$ cat config.mk
export PLATFORM = sky130hd
export DESIGN_NAME = root_uplink_collector
export DESIGN_NICKNAME = d
export VERILOG_FILES = /design/src/rtl/root_uplink_collector_pkg.sv /design/src/rtl/root_uplink_collector_rr_arbiter.sv /design/src/rtl/root_uplink_collector.sv
export SDC_FILE = /design/constraint.sdc
export NUM_CORES = 1
export LEC_CHECK = 0
export CAP_MARGIN = 5
export CELL_PAD_IN_SITES_DETAIL_PLACEMENT = 0
export CELL_PAD_IN_SITES_GLOBAL_PLACEMENT = 2
export CORE_ASPECT_RATIO = 1.2
export CORE_MARGIN = 3
export CORE_UTILIZATION = 23
export DETAILED_ROUTE_END_ITERATION = 6
export PLACE_DENSITY_LB_ADDON = 0.08
export SETUP_SLACK_MARGIN = 0.02
export SLEW_MARGIN = 20
export SYNTH_ARGS = -nofsm -noshare
export SYNTH_HDL_FRONTEND = slang
export SYNTH_SLANG_ARGS = --single-unit
$ cat constraint.sdc
create_clock -name clk -period 5.6 [get_ports clk]
set_input_delay 1.12 -clock clk [delete_from_list [all_inputs] [get_ports clk]]
set_output_delay 1.12 -clock clk [all_outputs]
set_load 0.05 [all_outputs]
$ cat src/rtl/root_uplink_collector_pkg.sv
`default_nettype none
// ============================================================================
// Module : root_uplink_collector_pkg
// Brief  : Uplink message encoding and collector state codes shared with leaves.
// Rev    : 1.0
// ============================================================================
package root_uplink_collector_pkg;

    localparam int c_MSG_W    = 64;
    localparam int c_TYPE_LSB = 56;
    localparam int c_TYPE_W   = 8;
    localparam int c_SRC_LSB  = 48;
    localparam int c_SRC_W    = 8;
    localparam int c_PAY_W    = 48;
    localparam int c_TID_LSB  = 0;
    localparam int c_TID_W    = 16;

    localparam logic [c_TYPE_W-1:0] c_TYPE_RESULT = 8'h01;
    localparam logic [c_TYPE_W-1:0] c_TYPE_DONE   = 8'h02;

    localparam int c_ERR_W        = 5;
    localparam int c_ERR_BAD_TYPE = 0;
    localparam int c_ERR_SRC      = 1;
    localparam int c_ERR_DUP_DONE = 2;
    localparam int c_ERR_TID      = 3;
    localparam int c_ERR_TIMEOUT  = 4;

    localparam int               c_ST_W       = 2;
    localparam logic [c_ST_W-1:0] c_ST_IDLE    = 2'd0;
    localparam logic [c_ST_W-1:0] c_ST_COLLECT = 2'd1;
    localparam logic [c_ST_W-1:0] c_ST_REPORT  = 2'd2;

    // Packed layout mirrors the field positions above, MSB first.
    typedef struct packed {
        logic [c_TYPE_W-1:0] mtype;
        logic [c_SRC_W-1:0]  src;
        logic [c_PAY_W-1:0]  payload;
    } msg_t;

endpackage
`default_nettype wire

$ cat src/rtl/root_uplink_collector_rr_arbiter.sv
`default_nettype none
// ============================================================================
// Module : rr_arbiter
// Brief  : Round-robin one-hot grant; priority moves past the accepted requester.
// Rev    : 1.0
// ============================================================================
module rr_arbiter #(
    parameter int N = 4
) (
    input  logic         clk,
    input  logic         rst,
    input  logic [N-1:0] i_req,
    input  logic         i_advance,
    output logic [N-1:0] o_grant
);

    localparam int IDX_W = (N > 1) ? $clog2(N) : 1;

    logic [IDX_W-1:0] r_ptr;
    logic [IDX_W-1:0] w_cand;
    logic [IDX_W-1:0] w_grant_idx;
    logic             w_found;

    always_comb begin : p_pick
        o_grant     = '0;
        w_grant_idx = '0;
        w_cand      = '0;
        w_found     = 1'b0;
        for (int k = 0; k < N; k++) begin
            w_cand = IDX_W'((int'(r_ptr) + k) % N);
            if (!w_found && i_req[w_cand]) begin
                w_found         = 1'b1;
                o_grant[w_cand] = 1'b1;
                w_grant_idx     = w_cand;
            end
        end
    end

    always_ff @(posedge clk or posedge rst) begin
        if (rst) begin
            r_ptr <= '0;
        end else if (i_advance && w_found) begin
            r_ptr <= (w_grant_idx == IDX_W'(N - 1)) ? '0 : w_grant_idx + IDX_W'(1);
        end
    end

endmodule
`default_nettype wire

$ cat src/rtl/root_uplink_collector.sv
`default_nettype none
// ============================================================================
// Module : root_uplink_collector
// Brief  : Arbitrates leaf uplinks, forwards RESULTs, tracks DONE rounds.
// Rev    : 1.0
// ============================================================================
module root_uplink_collector
    import root_uplink_collector_pkg::*;
#(
    parameter int NUM_LEAVES     = 4,
    parameter int TIMEOUT_CYCLES = 1024
) (
    input  logic                      clk,
    input  logic                      reset,
    input  logic [64*NUM_LEAVES-1:0]  up_rx_data,
    input  logic [NUM_LEAVES-1:0]     up_rx_valid,
    output logic [NUM_LEAVES-1:0]     up_rx_ready,
    output logic [63:0]               out_data,
    output logic                      out_valid,
    input  logic                      out_ready,
    output logic                      round_done,
    output logic [15:0]               round_id,
    output logic [4:0]                err_flags
);

    localparam int                    TMR_W      = $clog2(TIMEOUT_CYCLES + 1);
    localparam logic [NUM_LEAVES-1:0] c_ALL_DONE = '1;

    logic [c_ST_W-1:0]     r_state, w_state_nxt;
    logic [NUM_LEAVES-1:0] r_done_mask, w_done_mask_nxt;
    logic [c_TID_W-1:0]    r_latched_id, w_latched_id_nxt;
    logic [TMR_W-1:0]      r_timer;
    logic [c_MSG_W-1:0]    r_out_data;
    logic                  r_out_valid;
    logic                  r_round_done;
    logic [c_TID_W-1:0]    r_round_id;
    logic [c_ERR_W-1:0]    r_err_flags;

    logic [NUM_LEAVES-1:0] w_eligible, w_grant;
    logic [c_TYPE_W-1:0]   w_leaf_type;
    logic [c_SRC_W-1:0]    w_leaf_src, w_exp_src;
    msg_t                  w_msg;
    logic                  w_accept, w_space;
    logic                  w_result_take, w_done_take;
    logic                  w_timeout, w_report_enter;
    logic [c_ERR_W-1:0]    w_err_set;

    assign w_space = !r_out_valid || out_ready;

    // Blocked leaves stay out of arbitration so they cannot stall the others.
    always_comb begin : p_eligible
        w_eligible  = '0;
        w_leaf_type = '0;
        w_leaf_src  = '0;
        for (int i = 0; i < NUM_LEAVES; i++) begin
            w_leaf_type   = up_rx_data[i*c_MSG_W + c_TYPE_LSB +: c_TYPE_W];
            w_leaf_src    = up_rx_data[i*c_MSG_W + c_SRC_LSB +: c_SRC_W];
            w_eligible[i] = up_rx_valid[i]
                && !(w_leaf_type == c_TYPE_RESULT && w_leaf_src == c_SRC_W'(i + 1) && !w_space)
                && !(w_leaf_type == c_TYPE_DONE && r_state == c_ST_REPORT);
        end
    end

    rr_arbiter #(
        .N (NUM_LEAVES)
    ) u_rr_arbiter (
        .clk       (clk),
        .rst       (reset),
        .i_req     (w_eligible),
        .i_advance (w_accept),
        .o_grant   (w_grant)
    );

    assign w_accept    = |w_grant;
    assign up_rx_ready = reset ? '0 : w_grant;

    always_comb begin : p_select
        w_msg     = '0;
        w_exp_src = '0;
        for (int i = 0; i < NUM_LEAVES; i++) begin
            if (w_grant[i]) begin
                w_msg     = msg_t'(up_rx_data[i*c_MSG_W +: c_MSG_W]);
                w_exp_src = c_SRC_W'(i + 1);
            end
        end
    end

    always_comb begin : p_classify
        w_err_set     = '0;
        w_result_take = 1'b0;
        w_done_take   = 1'b0;
        if (w_accept) begin
            if (w_msg.mtype != c_TYPE_RESULT && w_msg.mtype != c_TYPE_DONE) begin
                w_err_set[c_ERR_BAD_TYPE] = 1'b1;
            end else if (w_msg.src != w_exp_src) begin
                w_err_set[c_ERR_SRC] = 1'b1;
            end else if (w_msg.mtype == c_TYPE_RESULT) begin
                w_result_take = 1'b1;
            end else if ((r_done_mask & w_grant) != '0) begin
                w_err_set[c_ERR_DUP_DONE] = 1'b1;
            end else if (r_state == c_ST_COLLECT
                         && w_msg.payload[c_TID_LSB +: c_TID_W] != r_latched_id) begin
                w_err_set[c_ERR_TID] = 1'b1;
            end else begin
                w_done_take = 1'b1;
            end
        end
    end

    always_comb begin : p_fsm_next
        w_state_nxt      = r_state;
        w_done_mask_nxt  = r_done_mask;
        w_latched_id_nxt = r_latched_id;
        w_timeout        = 1'b0;
        w_report_enter   = 1'b0;
        case (r_state)
            c_ST_IDLE: begin
                if (w_done_take) begin
                    w_done_mask_nxt  = r_done_mask | w_grant;
                    w_latched_id_nxt = w_msg.payload[c_TID_LSB +: c_TID_W];
                    w_state_nxt      = c_ST_COLLECT;
                end
            end
            c_ST_COLLECT: begin
                if (r_done_mask == c_ALL_DONE) begin
                    w_state_nxt     = c_ST_REPORT;
                    w_done_mask_nxt = '0;
                    w_report_enter  = 1'b1;
                end else if (r_timer == TMR_W'(TIMEOUT_CYCLES - 1)) begin
                    w_state_nxt     = c_ST_IDLE;
                    w_done_mask_nxt = '0;
                    w_timeout       = 1'b1;
                end else if (w_done_take) begin
                    w_done_mask_nxt = r_done_mask | w_grant;
                end
            end
            c_ST_REPORT: begin
                w_state_nxt = c_ST_IDLE;
            end
            default: begin
                w_state_nxt     = c_ST_IDLE;
                w_done_mask_nxt = '0;
            end
        endcase
    end

    always_ff @(posedge clk or posedge reset) begin
        if (reset) begin
            r_state      <= c_ST_IDLE;
            r_done_mask  <= '0;
            r_latched_id <= '0;
            r_timer      <= '0;
            r_out_data   <= '0;
            r_out_valid  <= 1'b0;
            r_round_done <= 1'b0;
            r_round_id   <= '0;
            r_err_flags  <= '0;
        end else begin
            r_state      <= w_state_nxt;
            r_done_mask  <= w_done_mask_nxt;
            r_latched_id <= w_latched_id_nxt;
            r_timer      <= (r_state == c_ST_COLLECT) ? r_timer + TMR_W'(1) : '0;
            r_round_done <= w_report_enter;
            if (w_report_enter) begin
                r_round_id <= r_latched_id;
            end
            if (w_result_take) begin
                r_out_data  <= w_msg;
                r_out_valid <= 1'b1;
            end else if (out_ready) begin
                r_out_valid <= 1'b0;
            end
            r_err_flags <= r_err_flags | w_err_set | {w_timeout, {(c_ERR_W-1){1'b0}}};
        end
    end

    assign out_data   = r_out_data;
    assign out_valid  = r_out_valid;
    assign round_done = r_round_done;
    assign round_id   = r_round_id;
    assign err_flags  = r_err_flags;

endmodule
`default_nettype wire

==> results of run 1 <==
## registers in the layout, summed over array words and instances, names as in the netlist
name	flops
out_data	64
r_latched_id	16
round_id	16
r_timer	11
err_flags	5
r_done_mask	4
r_state	2
u_rr_arbiter.r_ptr	2
out_valid	1
round_done	1
## how the worst min path moves through the flow
stage	slack, ns	cells after the start	startpoint	endpoint
3_3_place_gp	0.44	1	err_flags[0]	err_flags[0]
3_5_place_dp	0.45	1	err_flags[0]	err_flags[0]
4_1_cts	0.46	1	err_flags[0]	err_flags[0]
2_1_floorplan	0.43	1	r_timer[0]	r_timer[0]
6_report	0.46	1	err_flags[0]	err_flags[0]
5_1_grt	0.47	1	err_flags[0]	err_flags[0]
## metal layers
metal / track usage / vias to the layer above / share of wire
li1: - / 4011 / -
met5: 0 / - / 0.0023
met1: 0.220 / 3882 / 0.39
met3: 0.0506 / 45 / 0.062
met4: 0.0538 / 10 / 0.021
met2: 0.360 / 257 / 0.53
## cell usage after synthesis (all sizes together), types with 5 or more instances
cell / n / area share
a211oi: 6 / 0.0066
ha: 8 / 0.013
nand2b: 5 / 0.0041
nand3: 20 / 0.013
o21ai: 80 / 0.054
mux2i: 17 / 0.024
nor2: 84 / 0.042
mux2: 31 / 0.046
o21a: 5 / 0.0050
clkbuf: 31 / 0.015
buf: 25 / 0.020
o22ai: 6 / 0.0058
a221oi: 44 / 0.055
xor2: 15 / 0.017
inv: 23 / 0.011
nand2: 81 / 0.040
and2: 16 / 0.014
o2bb2ai: 7 / 0.011
or2: 5 / 0.0041
nor3: 38 / 0.025
and3: 8 / 0.0066
nor4: 11 / 0.0091
a221o: 6 / 0.0079
a21oi: 61 / 0.040
dfrtp: 122 / 0.40
nand4: 6 / 0.0050
xnor2: 8 / 0.0092
## stage by stage
step	worst slack [ns]	utilization	area (um^2)	hold slack, ns
6_report	0.119	0.406	13100	0.462
3_3_place_gp	-0.518	0.386	12500	0.443
4_1_cts	0.0327	0.404	13100	0.464
3_5_place_dp	-0.520	0.386	12500	0.450
2_1_floorplan	0.150	-	7580	0.433
5_1_grt	0.0105	0.406	13100	0.470
## cell usage in the layout, fill, tap and decap left out, types with 8 or more instances in the layout
cell / count
a21oi_1: 61
a221oi_1: 40
and2_1: 15
and3_1: 8
buf_12: 13
buf_4: 110
clkbuf_16: 17
clkdlybuf4s50_1: 349
dfrtp_1: 122
ha_1: 8
inv_1: 22
mux2_2: 26
mux2i_1: 16
nand2_1: 80
nand3_1: 19
nor2_1: 82
nor3_1: 38
nor4_1: 10
o21ai_0: 69
o21ai_1: 10
xnor2_1: 8
xor2_1: 15
## area by class of cell
type	instances	area, um^2
inverters	24	95.1
diodes	1	2.50
fillers	3279	19200
clock buffers	18	429
clock inverters	14	114
well taps	407	509
repair buffers	473	4590
multi-input cells	644	4340
flip-flops and latches	122	3050
## kinds of logic after synthesis
group / Yosys count / synth area share
AO/OA/AOI/OAI: 265 / 0.247
multiplexers: 48 / 0.0702
XOR/XNOR: 23 / 0.0266
flip-flops: 122 / 0.403
AND/OR/NAND/NOR: 300 / 0.193
adder cells (fa/ha/maj): 8 / 0.0132
buffers and inverters: 80 / 0.0469
## power groups by stage
stage | clock, W | sequential [W] | combinational [W]
floorplan | 0 | 0.00181 | 0.00263
global placement | 0 | 0.00120 | 0.00562
detailed placement | 0 | 0.00120 | 0.00560
CTS | 0.00107 | 0.00119 | 0.00563
global route | 0.00111 | 0.00122 | 0.00609
finish | 0.00104 | 0.00119 | 0.00559
## worst max-delay path, cell delays in order
cell and delay, ns:
clkdlybuf4s50_1 0.39, or4_4 0.56, o41a_1 0.48, o21ai_4 0.16, or4b_4 0.50, a31oi_4 0.23, or2_4 0.18, buf_4 0.18
a2bb2oi_4 0.11, buf_12 0.17, nor2_2 0.13, buf_12 0.15
## timing repair
action                     CTS  global route
buffers inserted             2             1
setup endpoints to repair    8             9
gates resized for setup      9             8
pin swaps                    2             2
hold buffers                 0             0
==> metrics, run 1 <==
status=complete, no violations; Finished Layout Cells=1,703; total grt overflow=0; switching share of power=0.493; via/cell ratio=4.82; # clock sinks=122; Sequential Power Share=0.152; total routed wirelength=34,700 um; largest net degree at the start of global routing=70; PnR Total Power=0.00782 W; CTS tree=built; Max Clk Rate=0.182 GHz; DR pass1 iterations=6; Slew @ Worst Pin=0.933 ns; H-tree depth=4; Final Critical Period=5.48 ns; Final Setup Violations=0; Avg Cell Area, Syn=8.96 um^2; RSZ-0062 raised after global routing=false; Hold Fails Final Rpt=0; Worst R2R Setup Slack=0.87 ns; arrival time worst endpoint=4.36 ns; placed wire-length estimate=27,800 um; synthesized flop and latch total=122; peak supply drop=0.000247 V; gr usage total=0.195; final worst-path cycle share=0.979; Max-cap violations=0; Clock Root Buffer=clkbuf_16; Port Buf Inserts=353; Routed Antenna Nets=0; EDFF count, synth=0; initial antenna violation count=5; initial core utilization=0.234; first-pass GRT wire length=51,400 um; reg2reg end=err_flags[3]; WL/cell=20.3 um; Vias=8,205; Bufs on Longest Clock Path=2; die area=35,200 um^2; FF-to-FF Start=u_rr_arbiter.r_ptr[1]; row cnt=72; min-delay worst type=flop to flop; critical-path maximum fanout=13; Die Ht=205 um; required time worst endpoint=4.48 ns; initial drt markers=353; Clk pin slew, worst setup/hold paths=0.06 ns; Area growth, synth to finish=73.3%; CP endpoint=up_rx_ready[2]; CTS Buf Count=17; post-synthesis cell area=7580 um^2; startpoint types=input pin; Cell Int Power=0.00397 W; Placer Congestion=0.838; Worst slew margin=0.378; vias in the first global route=8,733; Switch Pwr=0.00385 W; dpl cells=1,667; R2R depth=17; Slew Viols, Final=0; critical path class=input pin to output pin; Boundary Pins=354; setup_tns=0 ns; Mapped Cells=846; CP Launch Point=up_rx_data[51]; Synth Warn #=0; Gate power share=0.715; Placeable Area=32,300 um^2; clock network power share=0.133; drc violations=0; DIE WIDTH=172 um; Async SR Flop Fraction=1.00; post-synthesis sequential area ratio=0.403; share of cells above drive strength 1=0.178; Pwr Density=595 nW/um^2; NumNets Final=1,553; syn nets=1,117; post-synth cell types=87; Synth Flop Type=dfrtp_1; clk_lat worst skew=0.43 ns; Max Clock Skew=0.0132 ns; Leak=5.53 nW; Critical Path End Type=output pin
No activity file was read; power rests on OpenSTA's default activity.
==> run 2, diff against run 1 <==
- CTS_CLUSTER_SIZE: unset -> 28
==> results of run 2 <==
No change in the layout: final DEF, timing and power equal those of run 1.
